## config.mk

```make
export PLATFORM = sky130hd
export DESIGN_NAME = cache_mem_arbiter
export DESIGN_NICKNAME = d
export VERILOG_FILES = /design/src/rtl/cache_mem_arbiter_pkg.sv /design/src/rtl/cache_mem_arbiter_rr_pick.sv /design/src/rtl/cache_mem_arbiter.sv
export SDC_FILE = /design/constraint.sdc
export NUM_CORES = 1
export LEC_CHECK = 0
export ABC_AREA = 1
export ABC_CLOCK_PERIOD_IN_PS = 1500
export CAP_MARGIN = 20
export CORE_AREA = 10 10 101 103
export CTS_CLUSTER_DIAMETER = 40
export DETAILED_ROUTE_END_ITERATION = 8
export DIE_AREA = 0 0 111 113
export PLACE_DENSITY = 0.88
export SYNTH_ARGS = -nofsm -noshare
export SYNTH_HDL_FRONTEND = slang
export SYNTH_HIERARCHICAL = 1
export SYNTH_SLANG_ARGS = --single-unit
export TNS_END_PERCENT = 10
```

## constraint.sdc

```tcl
create_clock -name i_Clk -period 1.5 [get_ports i_Clk]
set_clock_uncertainty 0.2 [all_clocks]
set_input_delay 0.225 -clock i_Clk [delete_from_list [all_inputs] [get_ports i_Clk]]
set_output_delay 0.225 -clock i_Clk [all_outputs]
set_load 0.01 [all_outputs]
```

## src/rtl/cache_mem_arbiter_pkg.sv

```systemverilog
// Shared types and constants for the two-port cache/memory arbiter.
// Optional build macro: CACHE_ARB_FIXED_PRIO_EN (consumed by cache_arb_rr_pick).
package cache_arb_pkg;

  localparam int NUM_PORTS = 2;
  localparam logic [1:0] GRANT_NONE = 2'b00;

  localparam int DEF_DATA_WIDTH         = 32;
  localparam int DEF_INDEX_WIDTH        = 9;
  localparam int DEF_BLOCK_OFFSET_WIDTH = 2;
  localparam int DEF_TAG_WIDTH          = 21 - DEF_INDEX_WIDTH - DEF_BLOCK_OFFSET_WIDTH;
  // Extra bit: memory is addressed in 2-byte units.
  localparam int DEF_MEM_ADDR_WIDTH     = DEF_TAG_WIDTH + DEF_INDEX_WIDTH + DEF_BLOCK_OFFSET_WIDTH + 1;

  typedef enum logic [1:0] {
    IDLE    = 2'd0,
    GRANT0  = 2'd1,
    GRANT1  = 2'd2,
    RELEASE = 2'd3
  } arb_state_e;

  function automatic logic [1:0] state_grant(input arb_state_e s);
    case (s)
      GRANT0:  return 2'b01;
      GRANT1:  return 2'b10;
      default: return GRANT_NONE;
    endcase
  endfunction

endpackage

```

## src/rtl/cache_mem_arbiter_rr_pick.sv

```systemverilog
// Combinational two-requester picker returning a one-hot winner.
// CACHE_ARB_FIXED_PRIO_EN defined: port 0 wins ties; otherwise round-robin on last_owner.
module cache_arb_rr_pick
  import cache_arb_pkg::*;
(
  input  logic [NUM_PORTS-1:0] req,
  input  logic                 last_owner,
  output logic [NUM_PORTS-1:0] win
);

`ifdef CACHE_ARB_FIXED_PRIO_EN
  logic unused_last_owner;
  assign unused_last_owner = last_owner;

  always_comb begin
    win = req;
    if (req == 2'b11) win = 2'b01;
  end
`else
  always_comb begin
    win = req;
    if (req == 2'b11) win = last_owner ? 2'b01 : 2'b10;
  end
`endif

endmodule

```

## src/rtl/cache_mem_arbiter.sv

```systemverilog
// Shares one burst memory port between two d_cache instances; a grant lasts one full burst.
// Build option CACHE_ARB_FIXED_PRIO_EN selects fixed port-0 priority instead of round-robin.
module cache_mem_arbiter
  import cache_arb_pkg::*;
#(
  parameter int DATA_WIDTH         = DEF_DATA_WIDTH,
  parameter int INDEX_WIDTH        = DEF_INDEX_WIDTH,
  parameter int BLOCK_OFFSET_WIDTH = DEF_BLOCK_OFFSET_WIDTH,
  parameter int TAG_WIDTH          = 21 - INDEX_WIDTH - BLOCK_OFFSET_WIDTH,
  parameter int MEM_ADDR_WIDTH     = TAG_WIDTH + INDEX_WIDTH + BLOCK_OFFSET_WIDTH + 1
) (
  input  logic                      i_Clk,
  input  logic                      i_Reset_n,
  input  logic                      i_C0_MEM_Valid,
  input  logic                      i_C0_MEM_Read_Write_n,
  input  logic [MEM_ADDR_WIDTH-1:0] i_C0_MEM_Address,
  input  logic [DATA_WIDTH-1:0]     i_C0_MEM_Data,
  input  logic                      i_C1_MEM_Valid,
  input  logic                      i_C1_MEM_Read_Write_n,
  input  logic [MEM_ADDR_WIDTH-1:0] i_C1_MEM_Address,
  input  logic [DATA_WIDTH-1:0]     i_C1_MEM_Data,
  output logic                      o_C0_MEM_Valid,
  output logic                      o_C0_MEM_Data_Read,
  output logic                      o_C0_MEM_Last,
  output logic [DATA_WIDTH-1:0]     o_C0_MEM_Data,
  output logic                      o_C1_MEM_Valid,
  output logic                      o_C1_MEM_Data_Read,
  output logic                      o_C1_MEM_Last,
  output logic [DATA_WIDTH-1:0]     o_C1_MEM_Data,
  output logic                      o_MEM_Valid,
  output logic                      o_MEM_Read_Write_n,
  output logic [MEM_ADDR_WIDTH-1:0] o_MEM_Address,
  output logic [DATA_WIDTH-1:0]     o_MEM_Data,
  input  logic                      i_MEM_Valid,
  input  logic                      i_MEM_Data_Read,
  input  logic                      i_MEM_Last,
  input  logic [DATA_WIDTH-1:0]     i_MEM_Data,
  output logic [1:0]                o_Grant,
  output logic                      o_Busy
);

  arb_state_e state_reg, state_next;
  logic [1:0] grant_reg, grant_next;
  logic       last_owner_reg, last_owner_next;
  logic [NUM_PORTS-1:0] req, win;
  logic       burst_end;

  logic [NUM_PORTS-1:0]      port_rw_n;
  logic [MEM_ADDR_WIDTH-1:0] port_addr [NUM_PORTS];
  logic [DATA_WIDTH-1:0]     port_wdata [NUM_PORTS];
  logic [NUM_PORTS-1:0]      rsp_valid, rsp_data_read, rsp_last;
  logic [DATA_WIDTH-1:0]     rsp_data [NUM_PORTS];

  assign req           = {i_C1_MEM_Valid, i_C0_MEM_Valid};
  assign port_rw_n     = {i_C1_MEM_Read_Write_n, i_C0_MEM_Read_Write_n};
  assign port_addr[0]  = i_C0_MEM_Address;
  assign port_addr[1]  = i_C1_MEM_Address;
  assign port_wdata[0] = i_C0_MEM_Data;
  assign port_wdata[1] = i_C1_MEM_Data;

  // A beat ends the burst on either the read or the write handshake.
  assign burst_end = i_MEM_Last & (i_MEM_Valid | i_MEM_Data_Read);

  cache_arb_rr_pick u_pick (
    .req        (req),
    .last_owner (last_owner_reg),
    .win        (win)
  );

  always_comb begin
    state_next      = state_reg;
    last_owner_next = last_owner_reg;
    case (state_reg)
      IDLE: begin
        if (win[0]) begin
          state_next      = GRANT0;
          last_owner_next = 1'b0;
        end else if (win[1]) begin
          state_next      = GRANT1;
          last_owner_next = 1'b1;
        end
      end
      GRANT0: begin
        if (burst_end)            state_next = RELEASE;
        else if (!i_C0_MEM_Valid) state_next = IDLE;
      end
      GRANT1: begin
        if (burst_end)            state_next = RELEASE;
        else if (!i_C1_MEM_Valid) state_next = IDLE;
      end
      default: state_next = IDLE;
    endcase
    grant_next = state_grant(state_next);
  end

  always_ff @(posedge i_Clk or negedge i_Reset_n) begin
    if (!i_Reset_n) begin
      state_reg      <= IDLE;
      grant_reg      <= GRANT_NONE;
      last_owner_reg <= 1'b1;
    end else begin
      state_reg      <= state_next;
      grant_reg      <= grant_next;
      last_owner_reg <= last_owner_next;
    end
  end

  // grant_reg is zero in IDLE and RELEASE, so it gates every routed path.
  for (genvar gi = 0; gi < NUM_PORTS; gi++) begin : g_route
    assign rsp_valid[gi]     = grant_reg[gi] & i_MEM_Valid;
    assign rsp_data_read[gi] = grant_reg[gi] & i_MEM_Data_Read;
    assign rsp_last[gi]      = grant_reg[gi] & i_MEM_Last;
    assign rsp_data[gi]      = grant_reg[gi] ? i_MEM_Data : '0;
  end

  always_comb begin
    o_MEM_Valid        = 1'b0;
    o_MEM_Read_Write_n = 1'b0;
    o_MEM_Address      = '0;
    o_MEM_Data         = '0;
    for (int p = 0; p < NUM_PORTS; p++) begin
      if (grant_reg[p]) begin
        o_MEM_Valid        = req[p];
        o_MEM_Read_Write_n = port_rw_n[p];
        o_MEM_Address      = port_addr[p];
        o_MEM_Data         = port_wdata[p];
      end
    end
  end

  assign o_C0_MEM_Valid     = rsp_valid[0];
  assign o_C0_MEM_Data_Read = rsp_data_read[0];
  assign o_C0_MEM_Last      = rsp_last[0];
  assign o_C0_MEM_Data      = rsp_data[0];
  assign o_C1_MEM_Valid     = rsp_valid[1];
  assign o_C1_MEM_Data_Read = rsp_data_read[1];
  assign o_C1_MEM_Last      = rsp_last[1];
  assign o_C1_MEM_Data      = rsp_data[1];

  assign o_Grant = grant_reg;
  assign o_Busy  = (state_reg != IDLE);

endmodule
```

After elaboration in Yosys (flattened, before gate mapping). Cells that the tools add are included.

Bits in registers: 5.

Eq/ne operators: 5. Mux-type cells: 22. Bitwise logic cells: 8. Reductions and logical operators: 4.

Operators with widths (count): 32-bit two-way mux (4); 22-bit two-way mux (2); 2-bit two-way mux (8); 1-bit AND (7); 2-bit == test, second input constant (3); 1-bit two-way mux (6); 2-bit case mux with 3 select lines (1); 2-bit by 1-bit == test with 1-bit output, second input constant (2); 2-bit case mux with 2 select lines (1); 2-bit nonzero test (2); 2-bit zero test (1); 2-bit AND reduction (1); 1-bit OR (1).

Logic depth before layout (Yosys ltp).
Depth in word-level cells: 7. Mapped depth: 9.

By module. Netlist, hierarchy kept.

By module, submodules not included: cache_mem_arbiter (instances 1, cells each 369, area each 1626.6 µm², sequential area each 126.4 µm²); cache_arb_rr_pick (instances 1, cells each 5, area each 21.3 µm², sequential area each 0.0 µm²).

Least setup slack after synthesis. Ideal clock, no wire load.

Path type: reg-to-output. Start point: register grant_reg[1] (netlist: o_Grant[1]). End point: output port o_MEM_Address[0]. Arrival time: 986 ps. Required time: 1075 ps. Setup slack: 89 ps. Cell stages (with the launch flop): 6. Path buffers: 2. Cell sequence: dfrtp_1 -> inv_2 -> buf_2 -> buf_2 -> nand3_1 -> nand2_1.

Cells in the longest elaborated chain, start to end: 1.

Ends and longest elaborated chain: start: declaration (line cache_mem_arbiter.sv:43) `logic [1:0] grant_reg, grant_next;`; start signal: assignment (line cache_mem_arbiter.sv:103) `grant_reg <= grant_next;`; 22-bit two-way mux (line cache_mem_arbiter.sv:122) `if (grant_reg[p]) begin`; end: declaration (line cache_mem_arbiter.sv:32) `output logic [MEM_ADDR_WIDTH-1:0] o_MEM_Address,`.

No other way between the ends.

Worst setup path in the final report.
Start point: register grant_reg[1] (netlist: o_Grant[1]). End point: output port o_MEM_Data[28].

Cells in the longest elaborated chain, start to end: 1.

Ends and longest elaborated chain: 32-bit two-way mux (line cache_mem_arbiter.sv:122); end: declaration (line cache_mem_arbiter.sv:33) `output logic [DATA_WIDTH-1:0] o_MEM_Data,`.

No other way between the ends.

==> impl_metrics.toml <==
[finish]
nets = 832
area_growth_pct = 232.6
instances_no_fill = 787
final_core_util = 0.6737
n_antenna_cell = 0
final_cell_mix = "clkdlybuf4s50_1 (147), nand2_1 (126), buf_6 (91)"
stdcell_area_mm2 = 0.005480
mostFrequentLayoutCell = "clkdlybuf4s50_1"
drive_gt1_frac = 0.4780

[global_route]
grt.total_usage = 0.2205
grt_pass1_vias = 3582
grt_overflow_total = 0
grt_max_degree = 20
antenna_found_initial = 0
grt_pass1_wl_mm = 22.14

[placement]
dpl_worst_slack_ps = -387.0
portBuffers = 277
gp_congestion = 0.9868
dp_cells = 754
placed_area_mm2 = 0.004656
hpwlAfterDp_mm = 11.43

[route]
wl_met2_mm = 8.502
drt_iter0_drc = 226
met1_length_mm = 5.557
via_per_inst = 4.530
wl_mm = 15.50
drt_first_pass_iters = 4
dr_total_vias = 3565
antenna_left = 0
wire_per_inst_um = 19.69
drc = 0
wl_met3_mm = 1.098
routed.top_layer = "met4"

[yosys]
synth_warnings = 6
ys_seq_area_frac = 0.07669
syn_area_mm2 = 0.001648
ys_ff_latch = 5
synth_cell_type_count = 16
syn_nets = 523
synthCells = 374
avgSynthCellArea_um2 = 4.406

[sta]
max_freq_ghz = 0.5525
hold_viol = 0
drv_slew = 0
relSlewSlack = 0.8490
setup_slack_ps = -310.1
timing.hold.ws_ps = 25.56
fin_crit_ps = 1810
tightest_slew_ps = 225.7
finalSetupViolations = 128
rsz0062_at_grt = "yes"
period_share = 1.207
fin_tns_setup_ps = -23750

[pwr]
p_leak_nw = 3.134
comb_power_share = 0.936
clkPwrFrac = 0.029
intPower_mw = 4.550
power.density_mw_per_mm2 = 1566
p_switching_mw = 4.033
sw_frac_of_total = 0.4699
finalPower_mw = 8.583
power.share.sequential = 0.035
peakVddDrop_mv = 0.7727

[clock_tree]
root_buffer = "clkbuf_8"
cts_tree = "yes"
hold_buffers = 0
cts_made_buffers = 3
clock_latency_ps = 220
clock_sinks = 5
h-tree-depth = 1
cts.path.max_buffers = 2
clkSlewWorstSetupHoldPaths_ps = 40

[setup_path]
critPathKind = "register to output port"
arrival_ps = 1390
cp-start-kind = "register"
path_max_fanout = 5
end_kind = "output port"
crit_required_ps = 1070

[floorplanning]
core.rowCount = 33
coreArea_mm2 = 0.008134
fp.dieH_um = 113
start_util = 0.2026
io_pins = 278
dieArea_mm2 = 0.01254
die_x_um = 111

[status]
status = "finished, violations left"
violations = "setup timing"

[flow_run]
drv_cap = 0

[worst_hold_path]
hold_path_class = "primary input to async pin"
==> logic make-up after synthesis <==
logic type,Yosys count,synth area share
AO/OA/AOI/OAI,5,0.01670
AND/OR/NAND/NOR,259,0.6484
flip-flops,5,0.07669
buffers and inverters,105,0.2582
==> cells in the mapped netlist <==
cell / n / area [µm²]
nand2_2: 2 / 12.51
clkbuf_1: 1 / 3.750
inv_2: 6 / 22.52
inv_1: 73 / 274.0
o211ai_1: 1 / 7.510
buf_2: 25 / 125.1
nand2_1: 192 / 720.7
dfstp_2: 1 / 26.28
dfrtp_1: 4 / 100.1
nor2_2: 2 / 12.51
nor2_1: 3 / 11.26
nand3_1: 58 / 290.3
a21oi_1: 3 / 15.01
o21ai_1: 1 / 5.000
nand3_2: 1 / 10.01
nor2_4: 1 / 11.26
==> final cells by class <==
cell class | count | area, µm²
fill | 657 | 2654
sequential | 5 | 128.9
inverter | 79 | 301.5
clock buffer | 4 | 45.04
timing repair buffer | 330 | 3393
tap | 105 | 131.4
multi-input combinational | 264 | 1480
==> repair_timing <==
item                                    CTS  global route
endpoints found under the setup margin  129           132
endpoints found under the hold margin     0             0
buffers inserted                         17             2
cloned                                   11             1
pin swaps                                 8            17
gates resized for setup                 636           132
==> worst max-delay path, cell delays in order (launching register included) <==
cell and delay, ps:
dfrtp_2 450, clkinv_4 120, buf_12 160, clkbuf_16 160, nand3_1 70, nand2_1 80
buf_6 130
==> power groups by stage <==
stage | logic [mW] | registers, mW | clock network (mW)
after global routing | 8.53 | 0.310 | 0.272
after CTS | 7.37 | 0.302 | 0.257
after floorplan | 2.48 | 0.270 | 0
after detailed placement | 5.99 | 0.283 | 0
after global placement | 5.88 | 0.283 | 0
final | 8.03 | 0.300 | 0.249
==> worst paths after layout <==
| kind | endpoint | slack (ps) | from | cells past startpoint |
|---|---|---|---|---|
| min reg2reg | last_owner_reg | 330 | last_owner_reg | 2 |
| max reg2reg | o_Grant[1] | 170 | last_owner_reg | 7 |
| max | o_MEM_Data[28] | -310 | o_Grant[1] | 6 |
| min | state_reg[0] | 30 | i_Reset_n | 1 |
| min in group i_Clk | state_reg[1] | 330 | i_C1_MEM_Valid | 6 |
| max in group asynchronous | last_owner_reg | 820 | i_Reset_n | 1 |
==> per-layer routing <==
metal | GRT usage | vias up
met3 | 0.04754 | 22
met4 | 0.06597 | 0
met1 | 0.2362 | 1639
li1 | - | 1715
met5 | 0 | -
met2 | 0.4210 | 189
(Power assumes the default switching activity.)
